**src/rtl/tdm_demux_pkg.sv**
```systemverilog
// Shared types and helpers for the TDM demux sequencer.
package tdm_demux_pkg;

  localparam int NUM_CH = 4;
  localparam int SEL_W  = 2;

  typedef enum logic [1:0] {
    IDLE = 2'd0,
    RUN  = 2'd1,
    DONE = 2'd2
  } state_t;

  // Index of the lowest enabled channel; 0 when the mask is empty.
  function automatic logic [SEL_W-1:0] lowest_set(input logic [NUM_CH-1:0] mask);
    logic [SEL_W-1:0] idx;
    if (mask[0]) begin
      idx = 2'd0;
    end else if (mask[1]) begin
      idx = 2'd1;
    end else if (mask[2]) begin
      idx = 2'd2;
    end else if (mask[3]) begin
      idx = 2'd3;
    end else begin
      idx = 2'd0;
    end
    return idx;
  endfunction

endpackage

```
**src/rtl/rr_next_ch.sv**
```systemverilog
// Round-robin channel picker: next enabled channel strictly after cur,
// wrapping 3 -> 0. A single-bit mask returns cur itself (a full lap).
module rr_next_ch
  import tdm_demux_pkg::*;
(
  input  logic [NUM_CH-1:0] mask,
  input  logic [SEL_W-1:0]  cur,
  output logic [SEL_W-1:0]  next,
  output logic              wrap
);

  logic [SEL_W-1:0] idx_s;
  logic             found_s;

  // Scan cur+1 .. cur+4 (mod 4) and keep the first enabled channel.
  always_comb begin
    next    = cur;
    found_s = 1'b0;
    idx_s   = cur;
    for (int i = 1; i <= NUM_CH; i++) begin
      idx_s = cur + SEL_W'(i);
      if (!found_s && mask[idx_s]) begin
        next    = idx_s;
        found_s = 1'b1;
      end else begin
        next    = next;
        found_s = found_s;
      end
    end
  end

  // A move to an index not above the current one closes a frame.
  always_comb begin
    wrap = (next <= cur);
  end

endmodule

```
**src/rtl/tdm_demux_sequencer.sv**
```systemverilog
// Time-division sequencer driving the data bit and select of a 1-to-4 demux.
// Visits enabled channels round-robin, DWELL cycles each, for a counted
// number of frames or until stopped at a frame boundary.
module tdm_demux_sequencer #(
  parameter int DWELL       = 4,
  parameter int FRAME_CNT_W = 8
) (
  input  logic                   clk,
  input  logic                   rst_n,
  input  logic                   start,
  input  logic                   stop,
  input  logic [FRAME_CNT_W-1:0] num_frames,
  input  logic [3:0]             ch_mask,
  input  logic                   din,
  output logic                   dout,
  output logic [1:0]             sel,
  output logic                   slot_valid,
  output logic                   frame_start,
  output logic                   busy,
  output logic                   done,
  output logic [FRAME_CNT_W-1:0] frame_cnt
);

  import tdm_demux_pkg::*;

  // Dwell counter needs at least one bit even when DWELL is 1.
  localparam int DW_W = (DWELL > 1) ? $clog2(DWELL) : 1;
  localparam logic [DW_W-1:0] DWELL_LAST = DW_W'(DWELL - 1);

  state_t                 state_r, state_n;
  logic [NUM_CH-1:0]      mask_r, mask_n;
  logic [FRAME_CNT_W-1:0] nf_r, nf_n;
  logic                   stop_r, stop_n;
  logic [DW_W-1:0]        dwell_r, dwell_n;
  logic [FRAME_CNT_W-1:0] frame_cnt_r, frame_cnt_n;
  logic [SEL_W-1:0]       sel_r, sel_n;
  logic                   dout_r, dout_n;
  logic                   slot_valid_r, slot_valid_n;
  logic                   frame_start_r, frame_start_n;
  logic                   busy_r, busy_n;
  logic                   done_r, done_n;

  logic [SEL_W-1:0]       nxt_s;
  logic                   wrap_s;
  logic                   advance_s;
  logic                   frame_end_s;
  logic [FRAME_CNT_W-1:0] fc_inc_s;
  logic                   run_end_s;

  rr_next_ch u_rr_next_ch (
    .mask (mask_r),
    .cur  (sel_r),
    .next (nxt_s),
    .wrap (wrap_s)
  );

  // Slot and frame boundary decode for the current RUN cycle.
  always_comb begin
    advance_s   = (dwell_r == DWELL_LAST);
    frame_end_s = advance_s && wrap_s;
    fc_inc_s    = frame_cnt_r + FRAME_CNT_W'(1);
    // A pending or same-cycle stop ends the run only at a frame boundary.
    run_end_s   = frame_end_s &&
                  (((nf_r != {FRAME_CNT_W{1'b0}}) && (fc_inc_s == nf_r)) ||
                   stop_r || stop);
  end

  // Next-state and next-output logic; outputs default to their idle values.
  always_comb begin
    state_n       = state_r;
    mask_n        = mask_r;
    nf_n          = nf_r;
    stop_n        = stop_r;
    dwell_n       = dwell_r;
    frame_cnt_n   = frame_cnt_r;
    sel_n         = sel_r;
    dout_n        = 1'b0;
    slot_valid_n  = 1'b0;
    frame_start_n = 1'b0;
    busy_n        = 1'b0;
    done_n        = 1'b0;
    case (state_r)
      IDLE: begin
        if (start && (ch_mask != 4'b0000)) begin
          state_n       = RUN;
          mask_n        = ch_mask;
          nf_n          = num_frames;
          stop_n        = 1'b0;
          dwell_n       = {DW_W{1'b0}};
          frame_cnt_n   = {FRAME_CNT_W{1'b0}};
          sel_n         = lowest_set(ch_mask);
          dout_n        = din;
          slot_valid_n  = 1'b1;
          frame_start_n = 1'b1;
          busy_n        = 1'b1;
        end else begin
          state_n = IDLE;
        end
      end
      RUN: begin
        if (stop) begin
          stop_n = 1'b1;
        end else begin
          stop_n = stop_r;
        end
        if (run_end_s) begin
          state_n     = DONE;
          done_n      = 1'b1;
          frame_cnt_n = fc_inc_s;
        end else begin
          state_n      = RUN;
          dout_n       = din;
          slot_valid_n = 1'b1;
          busy_n       = 1'b1;
          if (advance_s) begin
            sel_n   = nxt_s;
            dwell_n = {DW_W{1'b0}};
          end else begin
            dwell_n = dwell_r + DW_W'(1);
          end
          if (frame_end_s) begin
            frame_cnt_n   = fc_inc_s;
            frame_start_n = 1'b1;
          end else begin
            frame_cnt_n = frame_cnt_r;
          end
        end
      end
      DONE: begin
        state_n = IDLE;
      end
      default: begin
        state_n = IDLE;
      end
    endcase
  end

  // State, control and output registers; reset clears everything at once.
  always_ff @(posedge clk or negedge rst_n) begin
    if (!rst_n) begin
      state_r       <= IDLE;
      mask_r        <= 4'b0000;
      nf_r          <= {FRAME_CNT_W{1'b0}};
      stop_r        <= 1'b0;
      dwell_r       <= {DW_W{1'b0}};
      frame_cnt_r   <= {FRAME_CNT_W{1'b0}};
      sel_r         <= {SEL_W{1'b0}};
      dout_r        <= 1'b0;
      slot_valid_r  <= 1'b0;
      frame_start_r <= 1'b0;
      busy_r        <= 1'b0;
      done_r        <= 1'b0;
    end else begin
      state_r       <= state_n;
      mask_r        <= mask_n;
      nf_r          <= nf_n;
      stop_r        <= stop_n;
      dwell_r       <= dwell_n;
      frame_cnt_r   <= frame_cnt_n;
      sel_r         <= sel_n;
      dout_r        <= dout_n;
      slot_valid_r  <= slot_valid_n;
      frame_start_r <= frame_start_n;
      busy_r        <= busy_n;
      done_r        <= done_n;
    end
  end

  assign dout        = dout_r;
  assign sel         = sel_r;
  assign slot_valid  = slot_valid_r;
  assign frame_start = frame_start_r;
  assign busy        = busy_r;
  assign done        = done_r;
  assign frame_cnt   = frame_cnt_r;

endmodule

```
**config.mk**
```make
export PLATFORM = sky130hd
export DESIGN_NAME = tdm_demux_sequencer
export DESIGN_NICKNAME = d
export VERILOG_FILES = /design/src/rtl/tdm_demux_pkg.sv /design/src/rtl/rr_next_ch.sv /design/src/rtl/tdm_demux_sequencer.sv
export SDC_FILE = /design/constraint.sdc
export NUM_CORES = 1
export LEC_CHECK = 0
export BUFFER_PORTS_ARGS = -buffer_cell sky130_fd_sc_hd__buf_2
export CAP_MARGIN = 20
export CORE_ASPECT_RATIO = 0.75
export CORE_UTILIZATION = 45
export CTS_BUF_LIST = sky130_fd_sc_hd__clkbuf_16
export CTS_CLUSTER_DIAMETER = 40
export CTS_CLUSTER_SIZE = 8
export DETAILED_ROUTE_END_ITERATION = 6
export GPL_ROUTABILITY_DRIVEN = 1
export HOLD_SLACK_MARGIN = 0.06
export PLACE_DENSITY = 0.73
export SYNTH_ARGS = -nofsm -noshare
export SYNTH_HDL_FRONTEND = slang
export SYNTH_SLANG_ARGS = --single-unit
```
**constraint.sdc**
```tcl
create_clock -name clk -period 2.22 [get_ports clk]
set_input_delay 0.222 -clock clk [delete_from_list [all_inputs] [get_ports clk]]
set_output_delay 0.222 -clock clk [all_outputs]
set_load 0.03 [all_outputs]
```
==> metrics.md <==
| Metric | Value |
|---|---|
| Cell Area, Placed | 2050 µm² |
| Gr usage total | 21.6% |
| Initial antenna violation count | 0 |
| RSZ-0062 raised after global routing | yes |
| Number of synthesized register bits | 30 |
| Drt via density | 5.46 |
| WP data required | 2370 ps |
| Most numerous cell in the Yosys netlist | nand2_1 |
| Violated checks | negative setup slack |
| Ys flop type | dfrtp_1 |
| EDFF count, synth | 0 |
| Seq/Total Area, Yosys | 43.2% |
| Synth area leader | dfrtp_1 |
| Clock Pin Slew Worst Setup and Hold Paths | 50 ps |
| Met2 global-route usage | 30.9% |
| Min-Delay Path Class | primary input to register |
| Crit end category | register |
| GR Overflow Total | 0 |
| Initial DRC Count | 121 |
| Chip width | 73.7 µm |
| Post-layout nets | 264 |
| Routability-driven placement congestion ratio | 0.827 |
| Initial core utilization | 47.1% |
| Slack of the critical path | -184 ps |
| Avg Cell Area, Syn | 9.00 µm² |
| Tcrit/Tclk final | 108% |
| Die area | 4110 µm² |
| Clock Latency Late Sink | 270 ps |
| Worst IR drop on VDD | 0.824 mV |
| Async S/R FF share, synth | 100% |
| Outcome | finished with violations |
| Routed length per instance | 14.9 µm |
| PortBufs | 31 |
| Inserted Clock Buffers | 5 |
| Drt total wl | 4.41 mm |
| CTS H-tree depth | 2 |
| Global-route track usage on met3 | 4.53% |
| Area Overhead vs Synth | 32.8% |
| Yosys warns | 0 |
| CTS max path bufs | 2 |
| Critical Path Fanout Max | 7 |
| Reg2Reg Setup Slack | -180 ps |
| CTS tree | built |
| Diodes inserted | 0 |
| Root buf cell | clkbuf_16 |
| Final hold vios | 0 |
| Fin cells | 296 |
| Number of global-route vias before repair | 1381 |
| Leakage | 1.05 nW |
| Post-Syn Nets | 214 |
| Hold slack | 146 ps |
| Max cap viols | 0 |
| Fmax | 0.416 GHz |
| First-pass DRT Iterations | 4 |
| Cell area after layout | 2310 µm² |
| Via count | 1615 |
| Worst clock skew | 2.17 ps |
| Synth area leaders | dfrtp_1 43%, nand2_1 8.6%, o21ai_0 5.5%, ha_1 2.9%, a21oi_1 2.6% |
| Min Clock Period, post-route | 2400 ps |
| CP Launch Type | register |
| Placed cell count | 283 |
| Power density over cell area | 1520 nW/µm² |
| Design Power | 3.52 mW |
| FP Rows | 19 |
| Global-route layer with the greatest usage | met1 |
| Largest net degree at the start of global routing | 31 |
| First-pass GRT wire length | 6.78 mm |
| Commonest cells post-synth | 40 x nand2_1, 30 x dfrtp_1, 19 x o21ai_0 |
| Die H | 55.8 µm |
| Antenna Violating Nets Remaining | 0 |
| Boundary Pins | 32 |
| Post-Syn Area | 1740 µm² |
| Share of layout cells above drive strength 1 | 35.2% |
| # DRC | 0 |
| Syn Inst Count | 193 |
| Clock Sinks | 30 |
| Synth top area share | 43.2% |
| Dpl hpwl | 3.00 mm |
| Pins Over Slew Limit | 0 |
| Crit Path Class | register to register |
| Critical path data arrival time | 2550 ps |
| Core Area | 3680 µm² |
| M1 GR Usage | 33.5% |
| Distinct cells, synth | 52 |
| Final setup viols | 8 |
| Slew @ Worst Pin | 661 ps |
| Rel. slew slack | 56.0% |
## flip-flops by register name (all words and copies together), names as in the netlist
signal and flops:
frame_cnt 8, done 1, dwell_r 2, frame_start 1, state_r 2, nf_r 8
stop_r 1, dout 1, mask_r 4, sel 2
## cells by family (layout without fill, tap and decap cells)
group                    Yosys count  in the layout  synth area share, %
multiplexers                       3              3                 1.80
flip-flops                        30             30                 43.2
adder cells (fa/ha/maj)            4              4                 2.88
XOR/XNOR                           7              7                 3.53
buffers and inverters             16             67                 4.18
AND/OR/NAND/NOR                   80             80                 24.5
AO/OA/AOI/OAI                     53             53                 19.9
## critical path: stages, from the launching register on
cell,delay [ps]
dfrtp_2,470
inv_4,60
a22oi_2,140
o22ai_1,100
a31oi_1,240
ha_2,340
nand2_2,90
o21ai_4,80
o211ai_1,120
a21oi_2,120
a31o_4,260
mux2_4,260
## placed cells by master (no fill, tap or decap), drive strengths merged, types with 5 or more instances in the layout
master / count
buf: 51
nand2: 41
dfrtp: 30
o21ai: 20
a21oi: 9
inv: 8
nor2: 7
nor2b: 6
a31oi: 6
nand3: 6
clkbuf: 5
## routing by layer
metal | up-vias | routed length [µm]
met5 | - | 0
met4 | 0 | 0
met3 | 0 | 270
met2 | 55 | 1990
met1 | 768 | 2150
li1 | 792 | -
## power breakdown
part,switching [mW],internal [mW]
registers,0.232,0.757
clock network,0.209,0.403
logic,1.06,0.856
## per-stage QoR
stage                     worst slack (ps)  utilization (%)  TNS [ps]
after floorplan                      -46.1                -     -71.5
after global placement               -37.5             55.7     -68.1
after detailed placement             -78.2             55.7      -356
after CTS                            -50.4             60.5      -150
after global routing                  -264             62.6     -1690
final                                 -184             62.6      -685
## worst paths after layout
| check | startpoint | to | cells after the start |
|---|---|---|---|
| setup / recovery | sel[1] | dwell_r[0] | 11 |
| hold / removal | num_frames[1] | nf_r[1] | 3 |
| setup reg to reg | sel[1] | dwell_r[0] | 11 |
| hold reg to reg | state_r[1] | dout | 1 |
| max in group asynchronous | rst_n | sel[1] | 2 |
| min in group asynchronous | rst_n | state_r[0] | 2 |
## area by class of cell
| class | count | area [µm²] |
|---|---|---|
| Clock buffer | 5 | 125 |
| Clock inverter | 3 | 12.5 |
| Fill cell | 312 | 1380 |
| Inverter | 7 | 28.8 |
| Multi-Input combinational cell | 147 | 1000 |
| Sequential cell | 30 | 752 |
| Tap cell | 52 | 65.1 |
| Timing Repair Buffer | 52 | 323 |
## timing repair
action | in CTS | in global routing
pin swaps | 3 | 16
hold buffers | 1 | 0
setup endpoints to repair | 11 | 16
resized for setup | 3 | 22
hold endpoints to repair | 30 | 0
setup buffers | 2 | 2
Power figures use the tool's default switching activity.
